==> config.mk <==
export PLATFORM = sky130hd
export DESIGN_NAME = cpu_exec_pipe
export DESIGN_NICKNAME = d
export VERILOG_FILES = /design/src/rtl/cpu_exec_pipe.sv
export SDC_FILE = /design/constraint.sdc
export NUM_CORES = 1
export LEC_CHECK = 0
export CAP_MARGIN = 10
export CORE_MARGIN = 4
export CORE_UTILIZATION = 44
export CTS_CLUSTER_SIZE = 8
export DETAILED_ROUTE_END_ITERATION = 8
export PLACE_DENSITY = 0.73
export REMOVE_ABC_BUFFERS = 1
export SLEW_MARGIN = 40
export SYNTH_ARGS = -nofsm -noshare
export SYNTH_HDL_FRONTEND = slang
export SYNTH_SLANG_ARGS = --single-unit
==> constraint.sdc <==
create_clock -name clk -period 12.5 [get_ports clk]
set_clock_uncertainty 0.2 [all_clocks]
set_input_delay 2.5 -clock clk [delete_from_list [all_inputs] [get_ports clk]]
set_output_delay 2.5 -clock clk [all_outputs]
set_load 0.03 [all_outputs]
==> src/rtl/cpu_exec_pipe.sv <==
// Execute/writeback stage: single-cycle ALU, shift and logic units plus an
// iterative shift-add multiplier, behind a valid/ready input handshake.
module cpu_exec_pipe #(
  parameter int WIDTH = 16,
  parameter int SHW   = $clog2(WIDTH)
) (
  input  logic             clk,
  input  logic             rst_n,
  input  logic             in_valid,
  output logic             in_ready,
  input  logic [3:0]       opcode,
  input  logic [1:0]       f0,
  input  logic [WIDTH-1:0] inp1,
  input  logic [WIDTH-1:0] inp2,
  input  logic             cin,
  input  logic             bin,
  output logic [WIDTH-1:0] out,
  output logic             out_valid,
  output logic             cout,
  output logic             zero,
  output logic             err,
  output logic [WIDTH-1:0] out_wb,
  output logic             wb_valid
);

  typedef enum logic {IDLE, MUL_RUN} state_e;

  localparam logic [3:0] OP_ADD = 4'd0;
  localparam logic [3:0] OP_MUL = 4'd1;
  localparam logic [3:0] OP_SUB = 4'd2;
  localparam logic [3:0] OP_LOG = 4'd3;
  localparam logic [3:0] OP_SHF = 4'd4;
  localparam logic [SHW-1:0] CNT_LAST = SHW'(WIDTH - 1);

  state_e             state_q, state_d;
  logic [WIDTH-1:0]   out_q, out_d, wb_q;
  logic               ov_q, ov_d, wbv_q;
  logic               cout_q, cout_d;
  logic               zero_q, zero_d;
  logic               err_q, err_d;
  logic [2*WIDTH-1:0] prod_q, prod_d;
  logic [WIDTH-1:0]   mcand_q, mcand_d;
  logic               neg_q, neg_d;
  logic               hi_q, hi_d;
  logic [SHW-1:0]     cnt_q, cnt_d;

  logic [WIDTH:0]     add_w, sub_w;
  logic [2*WIDTH-1:0] rot_w;
  logic [WIDTH-1:0]   sra_w;
  logic [SHW-1:0]     sh;
  logic [WIDTH-1:0]   alu_res;
  logic               alu_c, alu_err;

  logic               a_neg, b_neg;
  logic [WIDTH-1:0]   a_mag, b_mag;
  logic [WIDTH:0]     mstep_sum;
  logic [2*WIDTH-1:0] mstep, mfull;
  logic [WIDTH-1:0]   mres;

  assign sh    = inp2[SHW-1:0];
  assign add_w = {1'b0, inp1} + {1'b0, inp2} + {{WIDTH{1'b0}}, cin};
  assign sub_w = {1'b0, inp1} - {1'b0, inp2} - {{WIDTH{1'b0}}, bin};
  assign rot_w = {inp1, inp1} << sh;
  assign sra_w = $signed(inp1) >>> sh;

  always_comb begin
    alu_res = '0;
    alu_c   = 1'b0;
    alu_err = 1'b0;
    unique case (1'b1)
      (opcode == OP_ADD): {alu_c, alu_res} = add_w;
      (opcode == OP_SUB): begin
        alu_res = sub_w[WIDTH-1:0];
        alu_c   = sub_w[WIDTH];
      end
      (opcode == OP_LOG): begin
        unique case (f0)
          2'b00:   alu_res = inp1 & inp2;
          2'b01:   alu_res = inp1 | inp2;
          2'b10:   alu_res = inp1 ^ inp2;
          default: alu_res = ~inp1;
        endcase
      end
      (opcode == OP_SHF): begin
        unique case (f0)
          2'b00:   alu_res = inp1 << sh;
          2'b01:   alu_res = inp1 >> sh;
          2'b10:   alu_res = sra_w;
          default: alu_res = rot_w[2*WIDTH-1:WIDTH];
        endcase
      end
      (opcode == OP_MUL): begin
      end
      default: alu_err = 1'b1;
    endcase
  end

  // Signed modes run the unsigned engine on magnitudes and fix the sign at the end
  assign a_neg = f0[1] & inp1[WIDTH-1];
  assign b_neg = f0[1] & inp2[WIDTH-1];
  assign a_mag = a_neg ? -inp1 : inp1;
  assign b_mag = b_neg ? -inp2 : inp2;

  assign mstep_sum = {1'b0, prod_q[2*WIDTH-1:WIDTH]}
                   + {1'b0, prod_q[0] ? mcand_q : {WIDTH{1'b0}}};
  assign mstep = {mstep_sum, prod_q[WIDTH-1:1]};
  assign mfull = neg_q ? -mstep : mstep;
  assign mres  = hi_q ? mfull[2*WIDTH-1:WIDTH] : mfull[WIDTH-1:0];

  always_comb begin
    state_d = state_q;
    out_d   = out_q;
    ov_d    = 1'b0;
    cout_d  = cout_q;
    zero_d  = zero_q;
    err_d   = err_q;
    prod_d  = prod_q;
    mcand_d = mcand_q;
    neg_d   = neg_q;
    hi_d    = hi_q;
    cnt_d   = cnt_q;
    unique case (state_q)
      IDLE: begin
        if (in_valid) begin
          if (opcode == OP_MUL) begin
            mcand_d = a_mag;
            prod_d  = {{WIDTH{1'b0}}, b_mag};
            neg_d   = a_neg ^ b_neg;
            hi_d    = f0[0];
            cnt_d   = '0;
            state_d = MUL_RUN;
          end else begin
            out_d  = alu_res;
            cout_d = alu_c;
            zero_d = (alu_res == '0);
            err_d  = alu_err;
            ov_d   = 1'b1;
          end
        end
      end
      MUL_RUN: begin
        prod_d = mstep;
        cnt_d  = cnt_q + SHW'(1);
        if (cnt_q == CNT_LAST) begin
          out_d   = mres;
          cout_d  = 1'b0;
          zero_d  = (mres == '0);
          err_d   = 1'b0;
          ov_d    = 1'b1;
          state_d = IDLE;
        end
      end
      default: state_d = IDLE;
    endcase
  end

  always_ff @(posedge clk or negedge rst_n) begin
    if (!rst_n) begin
      state_q <= IDLE;
      out_q   <= '0;
      ov_q    <= 1'b0;
      cout_q  <= 1'b0;
      zero_q  <= 1'b0;
      err_q   <= 1'b0;
      wb_q    <= '0;
      wbv_q   <= 1'b0;
      prod_q  <= '0;
      mcand_q <= '0;
      neg_q   <= 1'b0;
      hi_q    <= 1'b0;
      cnt_q   <= '0;
    end else begin
      state_q <= state_d;
      out_q   <= out_d;
      ov_q    <= ov_d;
      cout_q  <= cout_d;
      zero_q  <= zero_d;
      err_q   <= err_d;
      wb_q    <= out_q;
      wbv_q   <= ov_q;
      prod_q  <= prod_d;
      mcand_q <= mcand_d;
      neg_q   <= neg_d;
      hi_q    <= hi_d;
      cnt_q   <= cnt_d;
    end
  end

  assign in_ready  = (state_q == IDLE);
  assign out       = out_q;
  assign out_valid = ov_q;
  assign cout      = cout_q;
  assign zero      = zero_q;
  assign err       = err_q;
  assign out_wb    = wb_q;
  assign wb_valid  = wbv_q;

endmodule

==> results of run 1 <==
[per-stage QoR]
| stage | utilization [%] | cell area [um^2] | power [uW] |
|---|---|---|---|
| final | 49.75 | 12640 | 1994 |
| after global routing | 49.75 | 12640 | 2130 |
| after CTS | 49.74 | 12630 | 1984 |
| after detailed placement | 48.63 | 12350 | 1714 |
| after global placement | 48.66 | 12360 | 1688 |
| after floorplan | - | 11030 | 1289 |
[layout make-up]
| cell class | instances | area, um^2 | share of cell area, % |
|---|---|---|---|
| clock buffers | 10 | 229.0 | 1.812 |
| clock inverters | 6 | 53.80 | 0.4257 |
| inverters | 72 | 270.3 | 2.139 |
| multi-input cells | 1157 | 8467 | 67.00 |
| flip-flops and latches | 92 | 2306 | 18.25 |
| well taps | 330 | 412.9 | 3.267 |
| repair buffers | 98 | 898.4 | 7.109 |
[path summary, 6_finish.rpt]
check,from,endpoint,slack [ns],cells past startpoint
min in group asynchronous,rst_n,prod_q[26],1.91,1
max in group asynchronous,rst_n,state_q,9.10,2
worst max register to register,prod_q[0],zero,7.70,13
worst max-delay path,inp2[3],zero,5.71,14
worst min register to register,out_valid,wb_valid,0.18,0
worst min-delay path,out_valid,wb_valid,0.18,0
[cell usage after synthesis (12+ instances only)]
cell | instances | share of area (%)
a211oi_1 | 24 | 1.6
a21o_1 | 21 | 1.4
a21oi_1 | 85 | 3.7
a31oi_1 | 18 | 0.98
and2_1 | 34 | 1.9
and3_1 | 14 | 0.76
buf_1 | 13 | 0.43
buf_2 | 21 | 0.92
clkbuf_1 | 71 | 2.3
dfrtp_1 | 92 | 20
ha_1 | 83 | 9.0
inv_1 | 70 | 2.3
mux2i_1 | 24 | 2.1
mux4_2 | 48 | 9.4
nand2_1 | 184 | 6.0
nand3_1 | 35 | 1.5
nand4_1 | 20 | 1.1
nor2_1 | 108 | 3.5
nor3_1 | 21 | 0.92
o211ai_1 | 18 | 1.2
o21ai_0 | 103 | 4.5
o21ai_1 | 12 | 0.52
o221ai_1 | 12 | 0.92
o31ai_1 | 13 | 0.85
xnor2_1 | 49 | 3.7
xor2_1 | 25 | 1.9
[cells by family (layout without fill, tap and decap cells)]
kind of cell / Yosys count / in the layout / share of synthesized area [%]
XOR/XNOR: 74 / 74 / 5.646
flip-flops: 92 / 92 / 20.05
buffers and inverters: 181 / 186 / 6.278
AO/OA/AOI/OAI: 434 / 434 / 25.83
adder cells (fa/ha/maj): 88 / 88 / 9.918
AND/OR/NAND/NOR: 480 / 480 / 19.88
multiplexers: 81 / 81 / 12.39
[worst register-to-register path, delay by kind of cell, from the launching register on]
family | cells | cell delay, ns
adder cells (fa/ha/maj) | 2 | 0.74
flip-flops | 1 | 0.61
AO/OA/AOI/OAI | 5 | 1.31
AND/OR/NAND/NOR | 6 | 1.85
[routing by layer]
metal  vias to the layer above  global-route usage [%]  wire length, um
met4                         0                   12.36             2048
met1                      5593                   38.69            16930
li1                       5286                       -                -
met3                       100                   2.912             3094
met2                       607                   42.34            17850
met5                         -                       0                0
[sequential cells by signal (all words and copies together) (netlist names), 4 cells and up]
name / cells
cnt_q: 4
prod_q: 32
out_wb: 16
mcand_q: 16
out: 16
[power groups by stage]
| stage | Sequential [uW] | Combinational (uW) | Clock [uW] |
|---|---|---|---|
| finish | 537 | 1190 | 268 |
| global route | 556 | 1290 | 286 |
| CTS | 535 | 1180 | 271 |
| detailed placement | 540 | 1170 | 0 |
| global placement | 533 | 1150 | 0 |
| floorplan | 638 | 651 | 0 |
==> impl_metrics.yaml, run 1 <==
drt:
  drt-initial-drc-count: 1425
  drtAntennaViolNets: 0
  routedWlPerCell_um: 22.62
  drc_errors: 0
  vias: 11586
  dr.pass1.iters: 6
  vias_per_cell: 6.564
  drt_wl_total_mm: 39.93
cts:
  numCtsBuffers: 9
  cts_sinks: 92
  insertion_delay_ns: 0.36
  cts_setup_buffers: 0
  path_clk_slew_ns: 0.07
  cts_hold_buf: 0
  cts-htree-levels: 3
  clockRootBuffer: "clkbuf_16"
  clk_path_buf_depth: 2
  ctsResizeCount: 0
  cts_tree: "yes"
timing:
  hold_ws_ns: 0.1837
  max_freq_mhz: 147.3
  setup_tns_ns: 0
  fin_crit_sh_pct: 54.29
  slew_violations: 0
  timing.slew.headroom_pct: 41.42
  setup_viol: 0
  period_minus_slack_ns: 6.787
  worst_slack_ns: 5.713
  rsz0062_at_grt: "no"
  hold_viol_final: 0
  worstMarginPinSlew_ns: 0.8760
grt:
  grt_overflow: 0
  grt_first_pass_wirelength_mm: 62.44
  grt_max_degree: 71
  grt_pass1_vias: 10695
  grt_use_total_pct: 27.33
  grt_antenna_before_repair: 0
worst_setup_path:
  setup.worst_path.start_class: "primary input"
  path_class: "in -> reg"
  crit_required_ns: 12.59
  slowest_delay_ns: 0.56
  cp.arrival_ns: 6.88
  crit_buf_inv: 3
  slowest_stage: "clkinv_1"
  path_cells: "clkdlybuf4s50_1 -> buf_4 -> clkinv_1 -> ha_1 -> ha_1 -> o211ai_1 -> a21boi_0 -> o21a_1 -> o32ai_1 -> nor4_1 -> nand4_1 -> nor4_1 -> a32oi_1 -> nand2_1"
  crit_fanout: 47
  cp_top_family: "buffers and inverters"
  critPathCaptureType: "register"
status:
  run_status: "complete, no violations"
final_layout:
  nets: 1561
  layoutNonFillerInstCount: 1765
  layout_common_cells: "nand2_1 (183), nor2_1 (108), o21ai_0 (103)"
  fillers: 2457
  drive_gt1_share_pct: 8.990
  area_delta_synth_final_pct: 10.08
  final_common_cell: "nand2_1"
  antenna_cells: 0
die:
  core-area_mm2: 0.02540
  die_width_um: 169.5
  dieArea_mm2: 0.02874
  start_util_pct: 45.20
  row_count: 58
  die_y_um: 169.5
  ios: 81
flow_run:
  maxCapViolations: 0
power:
  cellPowerDensity_mw_per_mm2: 157.8
  combPwrFrac_pct: 59.7
  ir_drop_v: 0.0002370
  p_leak_uw: 0.005221
  intPower_uw: 1015
  p_clk_share_pct: 13.4
  p_sw_share_pct: 49.10
  power_switching_uw: 979.0
  pwr-share-seq_pct: 26.9
synth:
  ys_seq_area_share_pct: 20.05
  synth_cell_types: 92
  synth_flop_cell: "dfrtp_1"
  synth_area_per_cell_um2: 8.028
  synthArstFlopShare_pct: 100.0
  synthesis.area_mm2: 0.01148
  ys_ff_latch: 92
  yosysWarnings: 0
  syn_inst: 1430
  synth-edff-count: 0
place:
  dp_slack_ns: 5.514
  io_buffers: 80
  placedCellCount: 1749
  dp_hpwl_mm: 30.09
  finalWeightedCongestion: 1.033
min_path:
  hold_class: "reg -> reg"
(Power assumes the default switching activity.)
==> run 2, diff against run 1 <==
--- a/config.mk
+++ b/config.mk
@@ -10,7 +10,7 @@
 export CORE_UTILIZATION = 44
 export CTS_CLUSTER_SIZE = 8
 export DETAILED_ROUTE_END_ITERATION = 8
-export PLACE_DENSITY = 0.73
+export PLACE_DENSITY = 0.75
 export REMOVE_ABC_BUFFERS = 1
 export SLEW_MARGIN = 40
 export SYNTH_ARGS = -nofsm -noshare
==> constraint.sdc (replaced) <==
create_clock -name clk -period 5.4 [get_ports clk]
set_clock_uncertainty 0.2 [all_clocks]
set_input_delay 1.08 -clock clk [delete_from_list [all_inputs] [get_ports clk]]
set_output_delay 1.08 -clock clk [all_outputs]
set_load 0.03 [all_outputs]
==> run 2 against run 1 <==
  * Cell count grew 1.9%
  * Global-route usage rose by 1.3 points
  * Clock-buffer cell count shrank 1
  * Combinational power rose by 140%
  * Sequential share of layout area fell by 0.43 points
  * Clock power is 130% higher
  * First-iteration DRC count rose by 12%
  * Flip-flop and latch count stayed put
  * Non-clock buffer count is 35 higher
  * Utilization is 1.1 points higher
==> impl_metrics.yaml, run 2 (same netlist as run 1, synthesis figures left out) <==
worst_setup_path:
  crit_fanout: 17
  rr_endpoint: "zero"
  crit_path_end: "zero"
  cp.arrival_ns: 4.81
  startpoint: "prod_q[0]"
  crit_required_ns: 5.44
  r2r_slack_ns: 0.63
  ff2ff_path_depth: 13
  r2r_start: "prod_q[0]"
  setup.worst_path.start_class: "register"
  critPathCaptureType: "register"
  path_class: "reg -> reg"
timing:
  fin_crit_sh_pct: 88.29
  rsz0062_at_grt: "no"
  timing.slew.headroom_pct: 45.31
  slew_violations: 0
  max_freq_mhz: 209.7
  setup_viol: 0
  worstMarginPinSlew_ns: 0.7997
  setup_tns_ns: 0
  worst_slack_ns: 0.6323
  period_minus_slack_ns: 4.768
  hold_viol_final: 0
final_layout:
  largest_reg_flops: 32
  final_common_cell: "nand2_1"
  antenna_cells: 0
  layoutNonFillerInstCount: 1799
  max_flop_register: "prod_q"
  nets: 1596
  area_delta_synth_final_pct: 12.59
  layout_common_cells: "nand2_1 (183), nor2_1 (108), o21ai_0 (103)"
  drive_gt1_share_pct: 10.89
min_path:
  hold_class: "reg -> reg"
flow_run:
  maxCapViolations: 0
drt:
  dr.pass1.iters: 5
  routedWlPerCell_um: 23.50
  drc_errors: 0
  vias: 11827
  drt_wl_total_mm: 42.27
  drtAntennaViolNets: 0
  vias_per_cell: 6.574
  drt-initial-drc-count: 1596
die:
  core-area_mm2: 0.02540
  die_y_um: 169.5
  row_count: 58
  start_util_pct: 45.20
  ios: 81
  dieArea_mm2: 0.02874
  die_width_um: 169.5
cts:
  cts_tree: "yes"
  clockRootBuffer: "clkbuf_16"
  path_clk_slew_ns: 0.07
  cts_hold_buf: 0
  insertion_delay_ns: 0.35
  clk_path_buf_depth: 2
  cts-htree-levels: 3
  ctsResizeCount: 0
  cts_setup_buffers: 0
  numCtsBuffers: 9
  cts_sinks: 92
grt:
  grt_antenna_before_repair: 1
  grt_use_total_pct: 28.67
  grt_overflow: 0
  grt_first_pass_wirelength_mm: 64.92
  grt_pass1_vias: 11007
  grt_max_degree: 63
power:
  cellPowerDensity_mw_per_mm2: 359.6
  p_leak_uw: 0.005392
  ir_drop_v: 0.0003852
place:
  io_buffers: 80
  dp_slack_ns: 0.3284
  dp_hpwl_mm: 32.13
  finalWeightedCongestion: 1.005
  placedCellCount: 1784
status:
  run_status: "complete, no violations"
## run 2: area by class of cell
class	count	area, um^2
Sequential cell	92	2303
Clock inverter	6	50.05
Tap cell	330	412.9
Clock buffer	9	225.2
Fill cell	2499	12470
Timing Repair Buffer	133	1196
Inverter	72	270.3
Multi-Input combinational cell	1157	8467
## run 2: routing by layer
metal  GRT usage [%]  vias up  share of wire, %
li1                -     5367                 -
met1           40.65     5656                43
met2           43.88      705                44
met3           4.799       99               9.3
met4           11.20        0               3.9
met5               0        -                 0
## run 2: worst min-delay path by stage
| stage | slack [ns] | end | startpoint | cells past startpoint |
|---|---|---|---|---|
| after detailed placement | 0.17 | wb_valid | out_valid | 0 |
| final | 0.18 | wb_valid | out_valid | 0 |
| after CTS | 0.18 | wb_valid | out_valid | 0 |
| after global placement | 0.17 | wb_valid | out_valid | 0 |
| after floorplan | 0.24 | mcand_q[15] | mcand_q[15] | 2 |
| after global routing | 0.20 | wb_valid | out_valid | 0 |
## run 2: report_power, final
part	switching, uW	total (uW)	internal [uW]
clock network	291	606	315
logic	1720	2800	1080
registers	264	1240	979
## run 2: metrics by stage
step                      hold slack (ns)  total power [uW]  utilization (%)  cell area [um^2]
after floorplan                    0.2418              2984                -             11030
after global placement             0.1735              3934            49.79             12650
after detailed placement           0.1675              3994            49.80             12650
after CTS                          0.1797              4617            50.88             12920
after global routing               0.2046              4949            50.89             12920
final                              0.1784              4647            50.89             12920
## run 2: critical path: stages, from the launching register on
cell,delay [ns]
dfrtp_1,0.56
and2_1,0.21
ha_1,0.23
fa_1,0.51
or4_4,0.56
or2_4,0.26
a211oi_2,0.28
o211ai_1,0.23
a2111o_1,0.37
o311a_1,0.29
nor3_1,0.60
a2111oi_1,0.12
nand4_1,0.17
nand2_1,0.06
